==> src/rtl/adder_feeder_if.sv <==
// Stream and adder-side signals of adder_feeder, bundled so the feeder and its
// environment connect through one port. The feeder uses slave and the environment uses master.
interface adder_feeder_if #(
    parameter int WIDTH = 4
);
    logic             in_valid_i;
    logic             in_ready_o;
    logic [WIDTH-1:0] in_a_i;
    logic [WIDTH-1:0] in_b_i;

    logic [WIDTH-1:0] add_a_o;
    logic [WIDTH-1:0] add_b_o;
    logic [WIDTH-1:0] add_s_i;

    logic             out_valid_o;
    logic             out_ready_i;
    logic [WIDTH-1:0] out_a_o;
    logic [WIDTH-1:0] out_b_o;
    logic [WIDTH-1:0] out_s_o;

    modport slave (
        input  in_valid_i, in_a_i, in_b_i, add_s_i, out_ready_i,
        output in_ready_o, add_a_o, add_b_o, out_valid_o, out_a_o, out_b_o, out_s_o
    );

    modport master (
        output in_valid_i, in_a_i, in_b_i, add_s_i, out_ready_i,
        input  in_ready_o, add_a_o, add_b_o, out_valid_o, out_a_o, out_b_o, out_s_o
    );
endinterface

==> src/rtl/adder_feeder.sv <==
// Drives a combinational adder one operand pair at a time, captures its sum a cycle
// later into a fall-through FIFO, and flags any sum that disagrees with a local reference.
module adder_feeder #(
    parameter int WIDTH = 4,
    parameter int DEPTH = 2
) (
    input  logic                       clk_i,
    input  logic                       rst_n_i,
    adder_feeder_if.slave              bus,
    output logic [$clog2(DEPTH+1)-1:0] count_o,
    output logic                       busy_o,
    output logic                       err_o
);

    localparam int CW = $clog2(DEPTH + 1);
    localparam int AW = (DEPTH > 1) ? $clog2(DEPTH) : 1;
    localparam logic [CW-1:0] FULL = CW'(DEPTH);

    localparam logic [0:0] ST_IDLE  = 1'b0;
    localparam logic [0:0] ST_DRIVE = 1'b1;

    logic [0:0]       r_state;
    logic             r_live;
    logic [WIDTH-1:0] r_addA;
    logic [WIDTH-1:0] r_addB;
    logic             r_err;
    logic [AW-1:0]    r_wrPtr;
    logic [AW-1:0]    r_rdPtr;
    logic [CW-1:0]    r_count;
    logic [WIDTH-1:0] r_memA [DEPTH];
    logic [WIDTH-1:0] r_memB [DEPTH];
    logic [WIDTH-1:0] r_memS [DEPTH];

    logic             w_inReady;
    logic             w_accept;
    logic             w_push;
    logic             w_pop;
    logic             w_outValid;
    logic [WIDTH-1:0] w_refSum;

    // r_live keeps in_ready_o low until the first edge after reset is released.
    assign w_inReady  = r_live && (r_state == ST_IDLE) && (r_count < FULL);
    assign w_accept   = bus.in_valid_i && w_inReady;
    assign w_push     = (r_state == ST_DRIVE);
    assign w_outValid = (r_count != '0);
    assign w_pop      = w_outValid && bus.out_ready_i;
    assign w_refSum   = r_addA + r_addB;

    always_ff @(posedge clk_i or negedge rst_n_i) begin
        if (!rst_n_i) begin
            r_live  <= 1'b0;
            r_state <= ST_IDLE;
            r_addA  <= '0;
            r_addB  <= '0;
        end else begin
            r_live <= 1'b1;
            case (r_state)
                ST_IDLE: begin
                    if (w_accept) begin
                        r_addA  <= bus.in_a_i;
                        r_addB  <= bus.in_b_i;
                        r_state <= ST_DRIVE;
                    end
                end
                default: begin
                    r_state <= ST_IDLE;
                end
            endcase
        end
    end

    // Carry-out is intentionally dropped from the reference, so wraparound is not an error.
    always_ff @(posedge clk_i or negedge rst_n_i) begin
        if (!rst_n_i) begin
            r_err <= 1'b0;
        end else if (w_push && (bus.add_s_i != w_refSum)) begin
            r_err <= 1'b1;
        end
    end

    always_ff @(posedge clk_i or negedge rst_n_i) begin
        if (!rst_n_i) begin
            r_wrPtr <= '0;
            r_rdPtr <= '0;
            r_count <= '0;
        end else begin
            if (w_push) begin
                r_wrPtr <= r_wrPtr + AW'(1);
            end
            if (w_pop) begin
                r_rdPtr <= r_rdPtr + AW'(1);
            end
            case ({w_push, w_pop})
                2'b10:   r_count <= r_count + CW'(1);
                2'b01:   r_count <= r_count - CW'(1);
                default: r_count <= r_count;
            endcase
        end
    end

    always_ff @(posedge clk_i) begin
        if (w_push) begin
            r_memA[r_wrPtr] <= r_addA;
            r_memB[r_wrPtr] <= r_addB;
            r_memS[r_wrPtr] <= bus.add_s_i;
        end
    end

    assign bus.in_ready_o  = w_inReady;
    assign bus.add_a_o     = r_addA;
    assign bus.add_b_o     = r_addB;
    assign bus.out_valid_o = w_outValid;
    assign bus.out_a_o     = w_outValid ? r_memA[r_rdPtr] : '0;
    assign bus.out_b_o     = w_outValid ? r_memB[r_rdPtr] : '0;
    assign bus.out_s_o     = w_outValid ? r_memS[r_rdPtr] : '0;

    assign count_o = r_count;
    assign busy_o  = (r_state == ST_DRIVE);
    assign err_o   = r_err;

endmodule
==> src/flat_wrapper.sv <==
// flat-port wrapper written by rule: the top's interface ports become plain ports
module adder_feeder_flat 
#(
    parameter int WIDTH = 4,
    parameter int DEPTH = 2
)
  (clk_i, rst_n_i, count_o, busy_o, err_o, bus_in_valid_i, bus_in_a_i, bus_in_b_i, bus_add_s_i, bus_out_ready_i, bus_in_ready_o, bus_add_a_o, bus_add_b_o, bus_out_valid_o, bus_out_a_o, bus_out_b_o, bus_out_s_o);
  adder_feeder_if #(.WIDTH(WIDTH)) bus_i ();
  input  logic clk_i;
  input  logic rst_n_i;
  output logic [$clog2(DEPTH+1)-1:0] count_o;
  output logic busy_o;
  output logic err_o;
  input wire logic [$bits(bus_i.in_valid_i)-1:0] bus_in_valid_i;
  input wire logic [$bits(bus_i.in_a_i)-1:0] bus_in_a_i;
  input wire logic [$bits(bus_i.in_b_i)-1:0] bus_in_b_i;
  input wire logic [$bits(bus_i.add_s_i)-1:0] bus_add_s_i;
  input wire logic [$bits(bus_i.out_ready_i)-1:0] bus_out_ready_i;
  output wire logic [$bits(bus_i.in_ready_o)-1:0] bus_in_ready_o;
  output wire logic [$bits(bus_i.add_a_o)-1:0] bus_add_a_o;
  output wire logic [$bits(bus_i.add_b_o)-1:0] bus_add_b_o;
  output wire logic [$bits(bus_i.out_valid_o)-1:0] bus_out_valid_o;
  output wire logic [$bits(bus_i.out_a_o)-1:0] bus_out_a_o;
  output wire logic [$bits(bus_i.out_b_o)-1:0] bus_out_b_o;
  output wire logic [$bits(bus_i.out_s_o)-1:0] bus_out_s_o;
  assign bus_i.in_valid_i = bus_in_valid_i;
  assign bus_i.in_a_i = bus_in_a_i;
  assign bus_i.in_b_i = bus_in_b_i;
  assign bus_i.add_s_i = bus_add_s_i;
  assign bus_i.out_ready_i = bus_out_ready_i;
  assign bus_in_ready_o = bus_i.in_ready_o;
  assign bus_add_a_o = bus_i.add_a_o;
  assign bus_add_b_o = bus_i.add_b_o;
  assign bus_out_valid_o = bus_i.out_valid_o;
  assign bus_out_a_o = bus_i.out_a_o;
  assign bus_out_b_o = bus_i.out_b_o;
  assign bus_out_s_o = bus_i.out_s_o;
  adder_feeder #(.WIDTH(WIDTH), .DEPTH(DEPTH)) u_core (.clk_i(clk_i), .rst_n_i(rst_n_i), .bus(bus_i), .count_o(count_o), .busy_o(busy_o), .err_o(err_o));
endmodule
==> config.mk <==
export PLATFORM = sky130hd
export DESIGN_NAME = adder_feeder_flat
export DESIGN_NICKNAME = d
export VERILOG_FILES = /design/src/rtl/adder_feeder_if.sv /design/src/rtl/adder_feeder.sv /design/src/flat_wrapper.sv
export SDC_FILE = /design/constraint.sdc
export NUM_CORES = 1
export LEC_CHECK = 0
export ABC_CLOCK_PERIOD_IN_PS = 1950
export CORE_ASPECT_RATIO = 1.75
export CORE_UTILIZATION = 50
export CTS_BUF_LIST = sky130_fd_sc_hd__clkbuf_8
export CTS_CLUSTER_DIAMETER = 50
export DETAILED_ROUTE_END_ITERATION = 6
export PLACE_DENSITY = 0.83
export SETUP_SLACK_MARGIN = 0.2
export SLEW_MARGIN = 0
export SYNTH_ARGS = -nofsm -noshare
export SYNTH_HDL_FRONTEND = slang
export SYNTH_SLANG_ARGS = --single-unit
==> constraint.sdc <==
create_clock -name clk_i -period 1.95 [get_ports clk_i]
set_input_delay 0.2925 -clock clk_i [delete_from_list [all_inputs] [get_ports clk_i]]
set_output_delay 0.2925 -clock clk_i [all_outputs]
set_load 0.02 [all_outputs]
==> results.yml, run 1 <==
status:
  status: "complete, no violations"
yosys:
  syn_area_um2: 1665
  yosysMostFrequentCell: "edfxtp_1"
  ys_seq_area_share_pct: 65.82
  synthTopCellsByArea: "edfxtp_1 43%, dfrtp_1 23%, mux2i_1 7.2%"
  synth_top_area_share_pct: 43.28
  synth.net_count: 133
  ys_types: 24
  ys_ff_latch: 39
  synth_commonest_cells: "24 x edfxtp_1, 16 x nor2_1, 15 x dfrtp_1, 12 x mux2i_1"
  synthFlopType: "edfxtp_1"
  async_flop_share_pct: 38.46
  synth-edff-count: 24
  yosys_warnings: 0
  yosys.area.top_type: "edfxtp_1"
  avgSynthCellArea_um2: 14.87
  syn_inst: 112
setup_path:
  r2r_slack_ns: 0.15
  path_delay_family: "adder cells"
  cpPeakStageDelay_ns: 0.43
  slowest_stage: "fa_2"
  arrival_ns: 1.97
  crit_buf_inv: 1
  cp_max_fo: 2
  cp-start-kind: "register"
  path_cells: "ha_2, inv_2, fa_2, xnor2_1, nor4_1, a21oi_1"
  criticalPathCategory: "reg -> reg"
  critPathCaptureType: "register"
  required_ns: 2.12
floorplanning:
  die_h_um: 78.35
  num_rows: 27
  die_w_um: 45.63
  core_area_um2: 3176
  start_util_pct: 52.44
  io_pins: 42
  die_area_um2: 3574
global_routing:
  grt_pass1_vias: 1078
  use_met1_pct: 23.71
  met2_usage_pct: 34.57
  grt_busiest_layer: "met2"
  overflow: 0
  grt_usage_pct: 21.21
  met3_usage_pct: 5.977
  antenna_found_initial: 0
  grt_pass1_wl_um: 5133
  grt_start_max_net_pins: 16
job:
  drv_cap: 0
sta:
  min_period_over_period_pct: 92.34
  fin_hold_ws_ns: 0.4199
  worst_pin_slew_ns: 0.7075
  fmax_mhz: 555.3
  rsz0062_at_grt: "yes"
  slew_headroom_pct: 52.69
  setup_ws_ns: 0.1493
  slew_violations: 0
  setup_viol: 0
  finClkSkew_ns: 0.003737
  hold_viol: 0
  fin_crit_ns: 1.801
detailed_routing:
  drc: 0
  drt-total-wl_um: 3138
  antenna_left: 0
  vias: 998
  firstDrtPassIters: 4
  drtIter0Drc: 16
  viasPerCell: 4.775
  detail_route.wl_per_cell_um: 15.01
power:
  seq_power_share_pct: 34.5
  power_frac_comb_pct: 47.4
  sw_frac_of_total_pct: 36.39
  power.internal_mw: 2.438
  power_switching_mw: 1.394
  total_power_mw: 3.832
  p_clk_share_pct: 18.0
  p_leak_nw: 0.9399
  p_per_area_nw_per_um2: 1707
  vdd_drop_max_uv: 1312
clock_tree:
  clk_latency_ns: 0.29
  clk_path_buf_depth: 2
  cts_buffers: 5
  ctsHoldBuffers: 0
  clkSinkCount: 39
  cts_root_buf: "clkbuf_8"
  htreeDepth: 2
  tritoncts: "done"
  clkTransAtPathRegs_ns: 0.07
placed_design:
  dp_hpwl_um: 2130
  dpl.cell_count: 194
  gp_congestion: 0.7921
  place_ws_ns: -0.01075
  io_buffer_count: 41
cells_and_area:
  syn_to_final_growth_pct: 34.79
  stdcell_count: 209
  drive_above_1_share_pct: 25.30
  diodes: 0
  finish.utilization_pct: 70.69
  layout.nets: 186
hold_path:
  hold_path_class: "in -> async"
[placed cells by master, fill, tap and decap left out, types with 2 or more instances in the layout]
master,instances
buf_2,6
dfrtp_1,13
buf_6,2
buf_4,7
clkbuf_8,6
ha_1,3
o21ai_0,2
dlygate4sd2_1,3
nand2_1,2
edfxtp_1,24
clkbuf_2,5
xor2_1,6
nor2_1,16
mux2i_1,12
inv_1,4
xnor2_1,6
clkdlybuf4s50_1,27
mux2_4,5
a21oi_1,2
[routing by layer]
metal | wire length (µm) | part of all wire, % | up-vias
met5 | 0 | 0 | -
met4 | 82 | 2.6 | 0
met3 | 137 | 4.4 | 5
met2 | 1775 | 57 | 31
met1 | 1143 | 36 | 476
li1 | - | - | 486
[stage by stage]
stage,TNS (ns),cell area [µm²]
2_1_floorplan,0,1667
3_3_place_gp,0,2117
3_5_place_dp,-0.01740,2117
4_1_cts,0,2287
5_1_grt,0,2245
6_report,0,2245
[power by group through the flow]
stage | logic (mW) | registers (mW) | clock network (mW)
final | 1.82 | 1.32 | 0.691
after global routing | 1.97 | 1.35 | 0.728
after CTS | 1.85 | 1.32 | 0.704
after detailed placement | 1.74 | 1.40 | 0
after global placement | 1.69 | 1.38 | 0
after floorplan | 0.969 | 1.43 | 0
[kinds of logic after synthesis]
kind of cell,synth area share [%]
AO/OA/AOI/OAI,1.653
multiplexers,12.40
other,0.2252
flip-flops,65.82
AND/OR/NAND/NOR,6.537
adder cells (fa/ha/maj),4.208
XOR/XNOR,6.311
buffers and inverters,2.855
[final cells by class]
class | instances | area (µm²)
multi-input combinational | 64 | 526.8
tap | 43 | 53.80
inverter | 5 | 18.77
sequential | 39 | 1101
fill | 238 | 930.9
clock buffer | 6 | 82.58
clock inverter | 2 | 35.03
timing repair buffer | 50 | 426.7
[flip-flops by register name, summed over array words and instances (netlist names)]
signal and count:
u_core.r_memS 8, u_core.r_rdPtr 1, u_core.bus.add_b_o 4, u_core.r_memB 8, u_core.err_o 1, u_core.count_o 2
u_core.bus.add_a_o 4, u_core.r_live 1, u_core.r_wrPtr 1, u_core.r_memA 8, u_core.busy_o 1
[timing repair]
action                                  CTS  global route
endpoints found under the setup margin   15            14
pin swaps                                 2             2
resized for setup                        35            14
setup buffers                             5             2
[worst paths after layout]
check / startpoint / to / cells past startpoint
max: u_core.bus.add_b_o[0]$_DFFE_PN0P_ / u_core.err_o$_DFFE_PN0P_ / 6
min: rst_n_i / u_core.bus.add_a_o[0]$_DFFE_PN0P_ / 1
max reg2reg: u_core.bus.add_b_o[0]$_DFFE_PN0P_ / u_core.err_o$_DFFE_PN0P_ / 6
min reg2reg: u_core.r_wrPtr$_DFFE_PN0P_ / u_core.r_wrPtr$_DFFE_PN0P_ / 1
max in group asynchronous: rst_n_i / u_core.r_rdPtr$_DFFE_PN0P_ / 1
min in group clk_i: u_core.r_wrPtr$_DFFE_PN0P_ / u_core.r_wrPtr$_DFFE_PN0P_ / 1
Note: power is estimated with default switching activity, not from simulation.
==> run 2: changes to the inputs <==
- ABC_AREA: not set -> 1
- CORE_UTILIZATION: 50 -> 51
- GPL_TIMING_DRIVEN: not set -> 0
- PLACE_DENSITY: 0.83 -> 0.84
==> run 2 against run 1 <==
  * The run now ends with setup timing left
  * Die area rose by 1.7%
  * Register-to-register slack worse by 0.23 ns
  * Fmax shrank 11%
  * Non-clock buffer count up 5
  * Count of clock-buffer cells in the layout is the same
  * Sequential power is essentially flat
  * Synthesized cell count up 45%
  * Clock skew up 0.0062 ns
  * Worst hold slack got worse by 0.012 ns
  * Via count increased by 33%
  * Highest routed layer unchanged
==> results.yml, run 2 <==
setup_path:
  cpMostUsedCell: "nand2_1"
  criticalPathCategory: "reg -> reg"
  slowest_stage: "fa_1"
  cp-start-kind: "register"
  required_ns: 2.14
  r2r-end: "u_core.err_o$_DFFE_PN0P_"
  critPathCaptureType: "register"
  path_delay_family: "adder cells"
  cpPeakStageDelay_ns: 0.55
  ff2ff_path_depth: 9
  arrival_ns: 2.21
  r2r_slack_ns: -0.08
  cp_max_fo: 3
  crit_buf_inv: 1
  r2r_start: "u_core.bus.add_a_o[0]$_DFFE_PN0P_"
  path_cells: "ha_1, inv_2, fa_1, xor2_1, nand2_1, nor2_1, nand3_1, nand2_1, nand2_1"
global_routing:
  grt_usage_pct: 22.51
  grt_pass1_vias: 1351
  grt_start_max_net_pins: 16
  overflow: 0
  grt_pass1_wl_um: 5733
  antenna_found_initial: 0
cells_and_area:
  syn_to_final_growth_pct: 36.64
  reg_top3: "u_core.r_memA: 8 flops, u_core.r_memB: 8 flops, u_core.r_memS: 8 flops"
  finish.utilization_pct: 74.35
  drive_above_1_share_pct: 21.72
  most-common-layout-cells: "57 x nand2_1, 27 x clkdlybuf4s50_1, 24 x edfxtp_1, 14 x inv_1"
  layout.nets: 241
  diodes: 0
  fin_area_um2: 2361
  final_common_cell: "nand2_1"
  fill_cells: 239
yosys:
  synthTopCellsByArea: "edfxtp_1 42%, dfrtp_1 22%, nand2_1 12%"
  yosys_warnings: 0
  yosys.area.top_type: "edfxtp_1"
  synthFlopType: "edfxtp_1"
  ys_seq_area_share_pct: 63.43
  synth.net_count: 183
  syn_area_um2: 1728
  async_flop_share_pct: 38.46
  yosysMostFrequentCell: "nand2_1"
  ys_types: 22
  avgSynthCellArea_um2: 10.67
  synth_commonest_cells: "57 x nand2_1, 24 x edfxtp_1, 15 x dfrtp_1, 15 x inv_1, 13 x a21oi_1"
  ys_ff_latch: 39
  syn_inst: 162
  synth-edff-count: 24
  synth_top_area_share_pct: 41.71
sta:
  slew_violations: 0
  setup_ws_ns: -0.07624
  hold_viol: 0
  worst_pin_slew_ns: 0.6745
  fin_crit_ns: 2.026
  setup_viol: 1
  slew_headroom_pct: 54.90
  min_period_over_period_pct: 103.9
  rsz0062_at_grt: "yes"
  fmax_mhz: 493.5
  finClkSkew_ns: 0.009901
floorplanning:
  io_pins: 42
  num_rows: 27
  die_w_um: 46
  core_area_um2: 3176
  die_area_um2: 3634
  die_h_um: 79
  start_util_pct: 54.41
status:
  status: "finished, violations left"
  violations: "setup timing"
power:
  p_leak_nw: 1.054
  vdd_drop_max_uv: 1073
  p_per_area_nw_per_um2: 1705
job:
  drv_cap: 0
clock_tree:
  tritoncts: "done"
  clk_path_buf_depth: 2
  cts_root_buf: "clkbuf_8"
  clkSinkCount: 39
  clk_latency_ns: 0.29
  ctsHoldBuffers: 0
  cts_buffers: 5
  htreeDepth: 2
  clkTransAtPathRegs_ns: 0.07
placed_design:
  placed_area_um2: 2192
  io_buffer_count: 41
  gp_congestion: 0.8311
  dp_hpwl_um: 2594
hold_path:
  hold_path_class: "in -> async"
detailed_routing:
  drt-total-wl_um: 3797
  drtIter0Drc: 48
  firstDrtPassIters: 4
  drc: 0
  wl_met1_um: 1235
  met2WireLength_um: 2136
  dr_wl_met3_um: 237
  antenna_left: 0
  vias: 1325
  viasPerCell: 5.019
  highest_layer: "met4"
  detail_route.wl_per_cell_um: 14.38
run 2: cell count changes after synthesis, sizes merged, moves of 6 or more:
cell   before  now
nor2       16    7
nand2       2   60
a21oi       2   13
mux2i      12    0
inv         5   17
mux2        6    0
run 2: cells by family (layout without fill, tap and decap cells):
| family | after synthesis | count (layout) | synth area share [%] |
|---|---|---|---|
| buf+inv | 21 | 80 | 5.865 |
| simple gates | 72 | 72 | 17.31 |
| flops | 39 | 39 | 63.43 |
| other cells | 1 | 1 | 0.2170 |
| fa+ha+maj | 5 | 5 | 4.055 |
| xor+xnor | 6 | 6 | 3.042 |
| compound gates | 18 | 18 | 6.082 |
run 2: report_power, final:
group	switching [mW]	total (mW)	internal, mW
combinational	1.16	2.03	0.865
clock	0.282	0.696	0.414
sequential	0.173	1.30	1.13
run 2: per-layer routing:
layer  up-vias  GRT usage, %
met4         0         11.76
met1       614         21.84
met2        60         41.13
li1        634             -
met5         -             0
met3        17         4.545
run 2: metrics by stage:
step / worst slack (ns) / TNS (ns) / std cells / power [mW] / hold slack, ns
after floorplan: 0.2055 / 0 / 162 / 2.406 / -0.003091
after global placement: 0.08569 / 0 / 246 / 3.101 / 0.4533
after detailed placement: 0.04597 / 0 / 246 / 3.189 / 0.4593
after CTS: 0.06799 / 0 / 258 / 3.866 / 0.4201
after global routing: -0.1453 / -0.1453 / 264 / 4.234 / 0.4518
final: -0.07624 / -0.07624 / 264 / 4.026 / 0.4080
run 2: worst max-delay path by stage:
stage	startpoint	endpoint	slack (ns)	cells past startpoint
6_report	u_core.bus.add_a_o[0]$_DFFE_PN0P_	u_core.err_o$_DFFE_PN0P_	-0.08	9
4_1_cts	u_core.r_rdPtr$_DFFE_PN0P_	bus_out_a_o[2]	0.07	5
3_3_place_gp	u_core.count_o[1]$_DFFE_PN0P_	bus_out_s_o[2]	0.09	4
3_5_place_dp	u_core.count_o[1]$_DFFE_PN0P_	bus_out_a_o[2]	0.05	4
5_1_grt	u_core.bus.add_a_o[0]$_DFFE_PN0P_	u_core.err_o$_DFFE_PN0P_	-0.15	9
2_1_floorplan	u_core.bus.add_a_o[0]$_DFFE_PN0P_	u_core.err_o$_DFFE_PN0P_	0.21	9
run 2: final cells by class:
type                    count  area [µm²]  area share (%)
flip-flops and latches     39        1100           46.58
multi-input cells         102       540.5           22.89
repair buffers             51       436.7           18.50
clock buffers               6       82.58           3.498
inverters                  17       66.31           2.809
well taps                  43       53.80           2.279
plain buffers               4       46.29           1.961
clock inverters             2       35.03           1.484
run 2: repair_timing:
item	in CTS	in global routing
setup endpoints to repair	15	20
resized for setup	48	9
buffers inserted	4	6
pin swaps	0	1
==> run 3: changes to the inputs <==
- ABC_CLOCK_PERIOD_IN_PS: 1950 -> 1900
- CORE_MARGIN: not set -> 2
- GPL_ROUTABILITY_DRIVEN: not set -> 0
- clock period: 1.95 -> 1.9 ns (I/O delays scaled with it)
==> run 3 against run 2 <==
  * Clock skew is 0.00085 ns lower
  * The run now ends clean
  * Clock power is 4.7% lower
  * Fmax is 17% higher
  * Sequential share of layout area hardly changed
  * Largest power group unchanged
  * Worst hold slack worse by 0.0053 ns
  * Combinational power is 2% lower
  * Setup slack better by 0.25 ns
  * Wire length is 9.5% lower
  * Power is 0.56% lower
  * Non-clock buffer count is 3 lower
  * Critical path depth stayed put
  * Cell count is 0.38% lower
==> results.yml, run 3 (same netlist as run 2, synthesis figures left out) <==
status:
  status: "complete, no violations"
sta:
  worst_pin_slew_ns: 0.6829
  rsz0062_at_grt: "yes"
  fmax_mhz: 579.6
  finalSetupTns_ns: 0
  min_period_over_period_pct: 90.80
  setup_viol: 0
  finClkSkew_ns: 0.009052
  hold_viol: 0
  setup_ws_ns: 0.1748
  slew_headroom_pct: 54.33
  slew_violations: 0
  fin_crit_ns: 1.725
global_routing:
  grt_pass1_wl_um: 5209
  met2_usage_pct: 34.40
  grt_pass1_vias: 1149
  grt_start_max_net_pins: 16
  use_met1_pct: 20.21
  antenna_found_initial: 0
  overflow: 0
  grt_usage_pct: 19.93
  grt_busiest_layer: "met2"
  met3_usage_pct: 4.889
cells_and_area:
  final_common_cell: "nand2_1"
  layout.nets: 238
  most-common-layout-cells: "57 x nand2_1, 24 x edfxtp_1, 22 x clkdlybuf4s50_1, 12 x inv_1, 12 x a21oi_1"
  reg_top3: "u_core.r_memA: 8 flops, u_core.r_memB: 8 flops, u_core.r_memS: 8 flops"
  finish.utilization_pct: 71.17
  stdcell_count: 263
  drive_above_1_share_pct: 23.85
  diodes: 0
  fill_cells: 233
  syn_to_final_growth_pct: 37.07
power:
  power.internal_mw: 2.411
  vdd_drop_max_uv: 1174
  p_leak_nw: 1.081
  sw_frac_of_total_pct: 39.80
  power_switching_mw: 1.594
  seq_power_share_pct: 33.7
  p_per_area_nw_per_um2: 1691
  p_clk_share_pct: 16.5
  total_power_mw: 4.004
  power_frac_comb_pct: 49.8
setup_path:
  cp-start-kind: "register"
  required_ns: 2.08
  criticalPathCategory: "reg -> reg"
  slowest_stage: "dfrtp_2"
  crit_buf_inv: 1
  cpMostUsedCell: "nand2_1"
  r2r-end: "u_core.err_o$_DFFE_PN0P_"
  path_delay_family: "adder cells"
  critPathCaptureType: "register"
  cpPeakStageDelay_ns: 0.44
  cp_max_fo: 2
  r2r_start: "u_core.bus.add_b_o[0]$_DFFE_PN0P_"
  r2r_slack_ns: 0.17
  ff2ff_path_depth: 9
  arrival_ns: 1.91
  path_cells: "ha_4, inv_2, fa_1, xor2_1, nand2_1, nor2_1, nand3_1, nand2_1, nand2_1"
  startpoint: "u_core.bus.add_b_o[0]$_DFFE_PN0P_"
  path_depth: 9
clock_tree:
  clk_path_buf_depth: 2
  ctsHoldBuffers: 0
  clkSinkCount: 39
  tritoncts: "done"
  cts_buffers: 5
  clk_latency_ns: 0.30
  htreeDepth: 2
  cts_root_buf: "clkbuf_8"
  clkTransAtPathRegs_ns: 0.08
detailed_routing:
  vias: 1259
  firstDrtPassIters: 4
  drc: 0
  detail_route.wl_per_cell_um: 13.06
  antenna_left: 0
  viasPerCell: 4.787
  drt-total-wl_um: 3435
  drtIter0Drc: 38
floorplanning:
  die_w_um: 48
  io_pins: 42
  die_h_um: 81
  start_util_pct: 51.92
  num_rows: 28
  core_area_um2: 3328
  die_area_um2: 3888
job:
  drv_cap: 0
placed_design:
  io_buffer_count: 41
  place_ws_ns: 0.02636
  dpl.cell_count: 248
  dp_hpwl_um: 2351
hold_path:
  hold_path_class: "in -> async"
## run 3: changes by cell type in the layout (fill, tap and decap cells not counted), moves of 2 or more
cell             before  now
buf_4                13    9
inv_2                 2    4
dlymetal6s2s_1        0    5
dfrtp_2               3    6
buf_6                 1    3
clkdlybuf4s50_1      27   22
dlygate4sd2_1         3    1
inv_1                14   12
dfrtp_1              12    9
## run 3: timing repair
| item | CTS | global route |
|---|---|---|
| pin swaps | 3 | 3 |
| gates resized for setup | 41 | 33 |
| buffers inserted | 4 | 3 |
| endpoints found under the setup margin | 15 | 31 |
## run 3: how the worst max path moves through the flow
stage	slack, ns	to
after global placement	0.04	bus_out_a_o[1]
after detailed placement	0.03	bus_out_a_o[2]
after global routing	0.05	u_core.err_o$_DFFE_PN0P_
after floorplan	0.21	u_core.err_o$_DFFE_PN0P_
final	0.17	u_core.err_o$_DFFE_PN0P_
after CTS	0.03	bus_out_a_o[1]
## run 3: power groups by stage
stage | clock network [mW] | registers (mW) | logic (mW)
CTS | 0.678 | 1.34 | 1.99
floorplan | 0 | 1.46 | 1.02
detailed placement | 0 | 1.37 | 1.89
global placement | 0 | 1.35 | 1.85
global route | 0.719 | 1.37 | 2.18
finish | 0.663 | 1.35 | 1.99
## run 3: metal layers
metal,wire (µm),part of all wire [%]
met1,1287,37
met2,1897,55
met3,142,4.1
met4,107,3.1
met5,0,0
## run 3: area by class of cell
cell class	count	area, µm²	area share, %
repair buffers	48	424.2	17.91
multi-input cells	102	556.8	23.51
well taps	45	56.30	2.377
plain buffers	4	53.80	2.272
clock buffers	5	68.82	2.905
flip-flops and latches	39	1104	46.59
inverters	17	66.31	2.800
clock inverters	3	38.79	1.638
## run 3: stage by stage
stage,area [µm²],hold slack (ns)
after global routing,2369,0.4629
after detailed placement,2198,0.4655
after floorplan,1732,-0.01059
final,2369,0.4026
after CTS,2370,0.4275
after global placement,2198,0.4527
==> variant 1: new RTL, config.mk and constraints of run 2 <==
Make the reset (`rst_n_i`) synchronous in 3 clocked blocks.
--- a/src/rtl/adder_feeder.sv
+++ b/src/rtl/adder_feeder.sv
@@ -46,7 +46,7 @@
     assign w_pop      = w_outValid && bus.out_ready_i;
     assign w_refSum   = r_addA + r_addB;
 
-    always_ff @(posedge clk_i or negedge rst_n_i) begin
+    always_ff @(posedge clk_i) begin
         if (!rst_n_i) begin
             r_live  <= 1'b0;
             r_state <= ST_IDLE;
@@ -70,7 +70,7 @@
     end
 
     // Carry-out is intentionally dropped from the reference, so wraparound is not an error.
-    always_ff @(posedge clk_i or negedge rst_n_i) begin
+    always_ff @(posedge clk_i) begin
         if (!rst_n_i) begin
             r_err <= 1'b0;
         end else if (w_push && (bus.add_s_i != w_refSum)) begin
@@ -78,7 +78,7 @@
         end
     end
 
-    always_ff @(posedge clk_i or negedge rst_n_i) begin
+    always_ff @(posedge clk_i) begin
         if (!rst_n_i) begin
             r_wrPtr <= '0;
             r_rdPtr <= '0;
Check against the original RTL: differs if rst_n_i is asserted again (counterexample within 4 cycles, from zero or initial values and one cycle with rst_n_i low); with rst_n_i held inactive, the same outputs for 10 cycles.
==> variant 1 against run 2 <==
Final area down 4.8%. Critical path depth stayed put. Worst setup slack better by 0.31 ns. Count of clock-buffer cells in the layout did not move. Highest routed layer unchanged. Critical path type unchanged. Synthesized area decreased by 1.1%. Routed wire length decreased by 8.1%. First-iteration DRC count fell by 50%. Sequential cell count grew 1.
Power is not compared: it rests on default switching activity, and its combinational part moved more than twofold at a synthesized area within 25%.
==> variant 1: results (changes against run 2) <==
status:
  status: "finished clean"  # was finished with violations
global_routing:
  grt_first_pass_wirelength_mm: 5.51  # was 5.73 mm
  grt.met3_usage: 0.0690  # was 0.0455
  globalRouteTotalUtil: 0.218  # was 0.225
  grt_max_degree: 14  # was 16
clock_tree:
  postCtsSetupBuffers: 0  # was 4
cells_and_area:
  layout.nets: 235  # was 241
  design_area_sq_mm: 0.00225  # was 0.00236 sq mm
  layout.nonclk_buf_frac: 0.171  # was 0.205
  clkCellAreaFrac: 0.0428  # was 0.0498
  signal_buffers: 45  # was 55
  seq_area_sq_mm: 0.00105  # was 0.00110 sq mm
  nMultiInputCombCells: 105  # was 102
  drive_above_1_share: 0.209  # was 0.217
  finalNonFillerCells: 258  # was 264
synth:
  synthAdderAreaFrac: 0.0410  # was 0.0406
  synth_nets: 187  # was 183
  ys_types: 25  # was 22
  synth-compound-area-share: 0.105  # was 0.0608
  synth_common_cells: "39 x nand2_1, 24 x a21oi_1, 24 x edfxtp_1"  # was 57 x nand2_1, 24 x edfxtp_1, 15 x dfrtp_1, 15 x inv_1, 13 x a21oi_1
  syn_area_per_cell_sq_um: 10.3  # was 10.7 sq um
  synthCells: 166  # was 162
  async_flop_share: 0  # was 0.385
worst_setup_path:
  crit_arrival_ns: 1.89  # was 2.21 ns
  worstPathMaxFanout: 5  # was 3
drt:
  wl_per_cell_um: 13.5  # was 14.4 um
  drt-initial-drc-count: 24  # was 48
  wl_met3_um: 136  # was 237 um
  route.met2.wl_mm: 2.04  # was 2.14 mm
  vias: 1289  # was 1,325
placement:
  place_hpwl_mm: 2.63  # was 2.59 mm
  dp.cells: 250  # was 246
timing:
  fin_skew_ns: 0.00770  # was 0.00990 ns
  finalSetupTns_ns: 0  # was -0.0762 ns
worst_hold_path:
  hp-class: "reg2reg"  # was in2async
variant 1: cell types whose count changed after synthesis, sizes merged:
cell    delta
a21oi     +13
buf        -1
clkbuf     +1
conb       -1
dfrtp     -15
dfxtp     +16
nand2     -14
nand3      +5
nor3       +1
o21ai      +2
xnor2      -2
xor2       -1
variant 1: timing repair:
action,in CTS,in global routing
gates resized for setup,32,18
pin swaps,0,1
endpoints found under the setup margin,16,12
variant 1: worst paths after layout:
check | to | slack, ns | cells past startpoint
min reg2reg | u_core.err_o$_SDFFE_PN0P_ | 0.46 | 2
min | u_core.err_o$_SDFFE_PN0P_ | 0.46 | 2
max reg2reg | u_core.err_o$_SDFFE_PN0P_ | 0.24 | 9
max | u_core.err_o$_SDFFE_PN0P_ | 0.24 | 9
variant 1: critical path, stage by stage (launching register included):
cell and delay, ns:
dfxtp_4 0.39, ha_4 0.14, inv_1 0.04, fa_1 0.49
xor2_1 0.17, nand2_1 0.07, nor2_1 0.11, nand3_1 0.08
nand2_1 0.06, a21oi_1 0.06
==> variant 2: new RTL, config.mk and constraints of run 2 <==
Without the edit above. `WIDTH` is set to 4 in 3 places; all go to 6.
--- a/src/rtl/adder_feeder_if.sv
+++ b/src/rtl/adder_feeder_if.sv
@@ -1,7 +1,7 @@
 // Stream and adder-side signals of adder_feeder, bundled so the feeder and its
 // environment connect through one port. The feeder uses slave and the environment uses master.
 interface adder_feeder_if #(
-    parameter int WIDTH = 4
+    parameter int WIDTH = 6
 );
     logic             in_valid_i;
     logic             in_ready_o;
--- a/src/rtl/adder_feeder.sv
+++ b/src/rtl/adder_feeder.sv
@@ -1,7 +1,7 @@
 // Drives a combinational adder one operand pair at a time, captures its sum a cycle
 // later into a fall-through FIFO, and flags any sum that disagrees with a local reference.
 module adder_feeder #(
-    parameter int WIDTH = 4,
+    parameter int WIDTH = 6,
     parameter int DEPTH = 2
 ) (
     input  logic                       clk_i,
--- a/src/flat_wrapper.sv
+++ b/src/flat_wrapper.sv
@@ -1,7 +1,7 @@
 // flat-port wrapper written by rule: the top's interface ports become plain ports
 module adder_feeder_flat 
 #(
-    parameter int WIDTH = 4,
+    parameter int WIDTH = 6,
     parameter int DEPTH = 2
 )
   (clk_i, rst_n_i, count_o, busy_o, err_o, bus_in_valid_i, bus_in_a_i, bus_in_b_i, bus_add_s_i, bus_out_ready_i, bus_in_ready_o, bus_add_a_o, bus_add_b_o, bus_out_valid_o, bus_out_a_o, bus_out_b_o, bus_out_s_o);
Ports: changed (8 resized); port bits go from 42 to 58. No check against the original RTL was run, so the function may have changed too.
==> variant 2 against run 2 <==
Clock skew shrank 0.0031 ns. Maximum frequency is 9.7% higher. Die area up 39%. Sequential cell count increased by 16. Worst setup slack better by 0.18 ns. Sequential power increased by 45%. Routed wire length is 44% higher. Largest cell class unchanged. Critical path type unchanged. Final area increased by 36%. Total power rose by 35%. First-iteration DRC count rose by 85%. Synthesized area grew 40%. Non-clock buffer count up 17.
==> variant 2: results (changes against run 2) <==
status:
  status: "finished clean"  # was finished with violations
synth:
  synthMostInstantiatedCell: "nand2_1"  # unchanged
  synth_common_cells: "101 x nand2_1, 36 x edfxtp_1, 22 x a21oi_1"  # was 57 x nand2_1, 24 x edfxtp_1, 15 x dfrtp_1, 15 x inv_1, 13 x a21oi_1
  syn_area_per_cell_sq_um: 10.2  # was 10.7 sq um
  yosys_warnings: 0  # unchanged
  synth_nets: 268  # was 183
  synth-seq-area-share: 0.642  # was 0.634
  ys_types: 22  # unchanged
  synth_edf_count: 36  # was 24
  async_flop_share: 0.345  # was 0.385
  ys_top_cells_by_area: "edfxtp_1 45%, dfrtp_1 20%, nand2_1 16%"  # was edfxtp_1 42%, dfrtp_1 22%, nand2_1 12%
timing:
  max_slew_margin: 0.372  # was 0.549
  fin_skew_ns: 0.00677  # was 0.00990 ns
  holdWs_ns: 0.468  # was 0.408 ns
drt:
  drt_pass1_iterations: 4  # unchanged
  viasPerCell: 5.23  # was 5.02
  vias: 1897  # was 1,325
  drt-initial-drc-count: 89  # was 48
  route.final.wire_length_mm: 5.48  # was 3.80 mm
worst_setup_path:
  reg2reg_slack_ns: 0.10  # was -0.08 ns
  crit_path_end: "u_core.err_o$_DFFE_PN0P_"  # unchanged
  crit_arrival_ns: 2.04  # was 2.21 ns
  ff2ff_path_depth: 8  # was 9
  critPathMaxStageDelay_ns: 0.53  # was 0.55 ns
  rr_startpoint: "u_core.bus.add_a_o[0]$_DFFE_PN0P_"  # unchanged
  r2r_end: "u_core.err_o$_DFFE_PN0P_"  # unchanged
  worstSetupPathType: "reg2reg"  # unchanged
  critPathTopFamily: "adder cells"  # unchanged
  crit_path_top_delay_cell: "fa_2"  # was fa_1
  worstPathMaxFanout: 2  # was 3
clock_tree:
  clockBufferDepth: 2  # unchanged
  clk_pin_slew_ns: 0.10  # was 0.07 ns
  clock_latency_ns: 0.30
  cts_max_level: 2  # unchanged
  postCtsSetupBuffers: 6  # was 4
  cts_root_buf: "clkbuf_8"  # unchanged
  cts_buffers: 5  # unchanged
  cts_resized: 79  # was 48
cells_and_area:
  layout.nets: 340  # was 241
  top_regs: "u_core.r_memA (12), u_core.r_memB (12), u_core.r_memS (12)"  # was u_core.r_memA (8), u_core.r_memB (8), u_core.r_memS (8)
  drive_above_1_share: 0.189  # was 0.217
  antenna-diode-count: 0  # unchanged
global_routing:
  grt_first_pass_wirelength_mm: 8.57  # was 5.73 mm
  antenna_found_initial: 0  # unchanged
  globalRouteTotalUtil: 0.238  # was 0.225
  grt_max_degree: 20  # was 16
placement:
  portBuffers: 57  # was 41
  place_hpwl_mm: 3.72  # was 2.59 mm
  place_ws_ns: -0.232  # was 0.0460 ns
  dp.cells: 347  # was 246
  dpl_cell_area_sq_mm: 0.00308  # was 0.00219 sq mm
  gp_congestion: 0.769  # was 0.831
power:
  ir_drop_mv: 1.14  # was 1.07 mV
  leakage_nw: 1.47  # was 1.05 nW
worst_hold_path:
  hp-class: "in2async"  # unchanged
[variant 2: cell types whose count changed after synthesis, moves of 3 or more]
| cell | run 2 | this run |
|---|---|---|
| edfxtp_1 | 24 | 36 |
| a21oi_1 | 13 | 22 |
| dfrtp_1 | 15 | 19 |
| nand3_1 | 4 | 7 |
| nand2_1 | 57 | 101 |
| o21ai_2 | 4 | 0 |
[variant 2: routing by layer]
| metal | share of wire | track usage | vias up |
|---|---|---|---|
| li1 | - | - | 919 |
| met1 | 0.37 | 0.274 | 912 |
| met2 | 0.57 | 0.416 | 58 |
| met3 | 0.044 | 0.0325 | 8 |
| met4 | 0.018 | 0.103 | 0 |
| met5 | 0 | 0 | - |
[variant 2: logic make-up (layout without fill, tap and decap cells)]
group | after synthesis | count (layout) | share of synthesized area
AOI/OAI and AO/OA | 26 | 26 | 0.0547
xor gates and xnor gates | 8 | 8 | 0.0289
adders and majority gates | 7 | 7 | 0.0392
buffers and inverters | 26 | 99 | 0.0459
DFF | 55 | 55 | 0.642
other | 1 | 1 | 0.00155
and+or+nand+nor | 116 | 116 | 0.188
[variant 2: report_power, final]
| group | leakage (nW) | switching [mW] | internal [mW] |
|---|---|---|---|
| sequential | 0.553 | 0.281 | 1.60 |
| combinational | 0.869 | 1.72 | 1.23 |
| clock | 0.0453 | 0.354 | 0.247 |
| total | 1.47 | 2.35 | 3.07 |
[variant 2: final cells by class]
type | instances | area [sq um]
sequential | 55 | 1560
timing repair buffer | 65 | 563
clock inverter | 3 | 16.3
fill | 336 | 1270
inverter | 19 | 76.3
tap | 51 | 63.8
multi-input combinational | 158 | 792
clock buffer | 5 | 68.8
buffer | 7 | 72.6
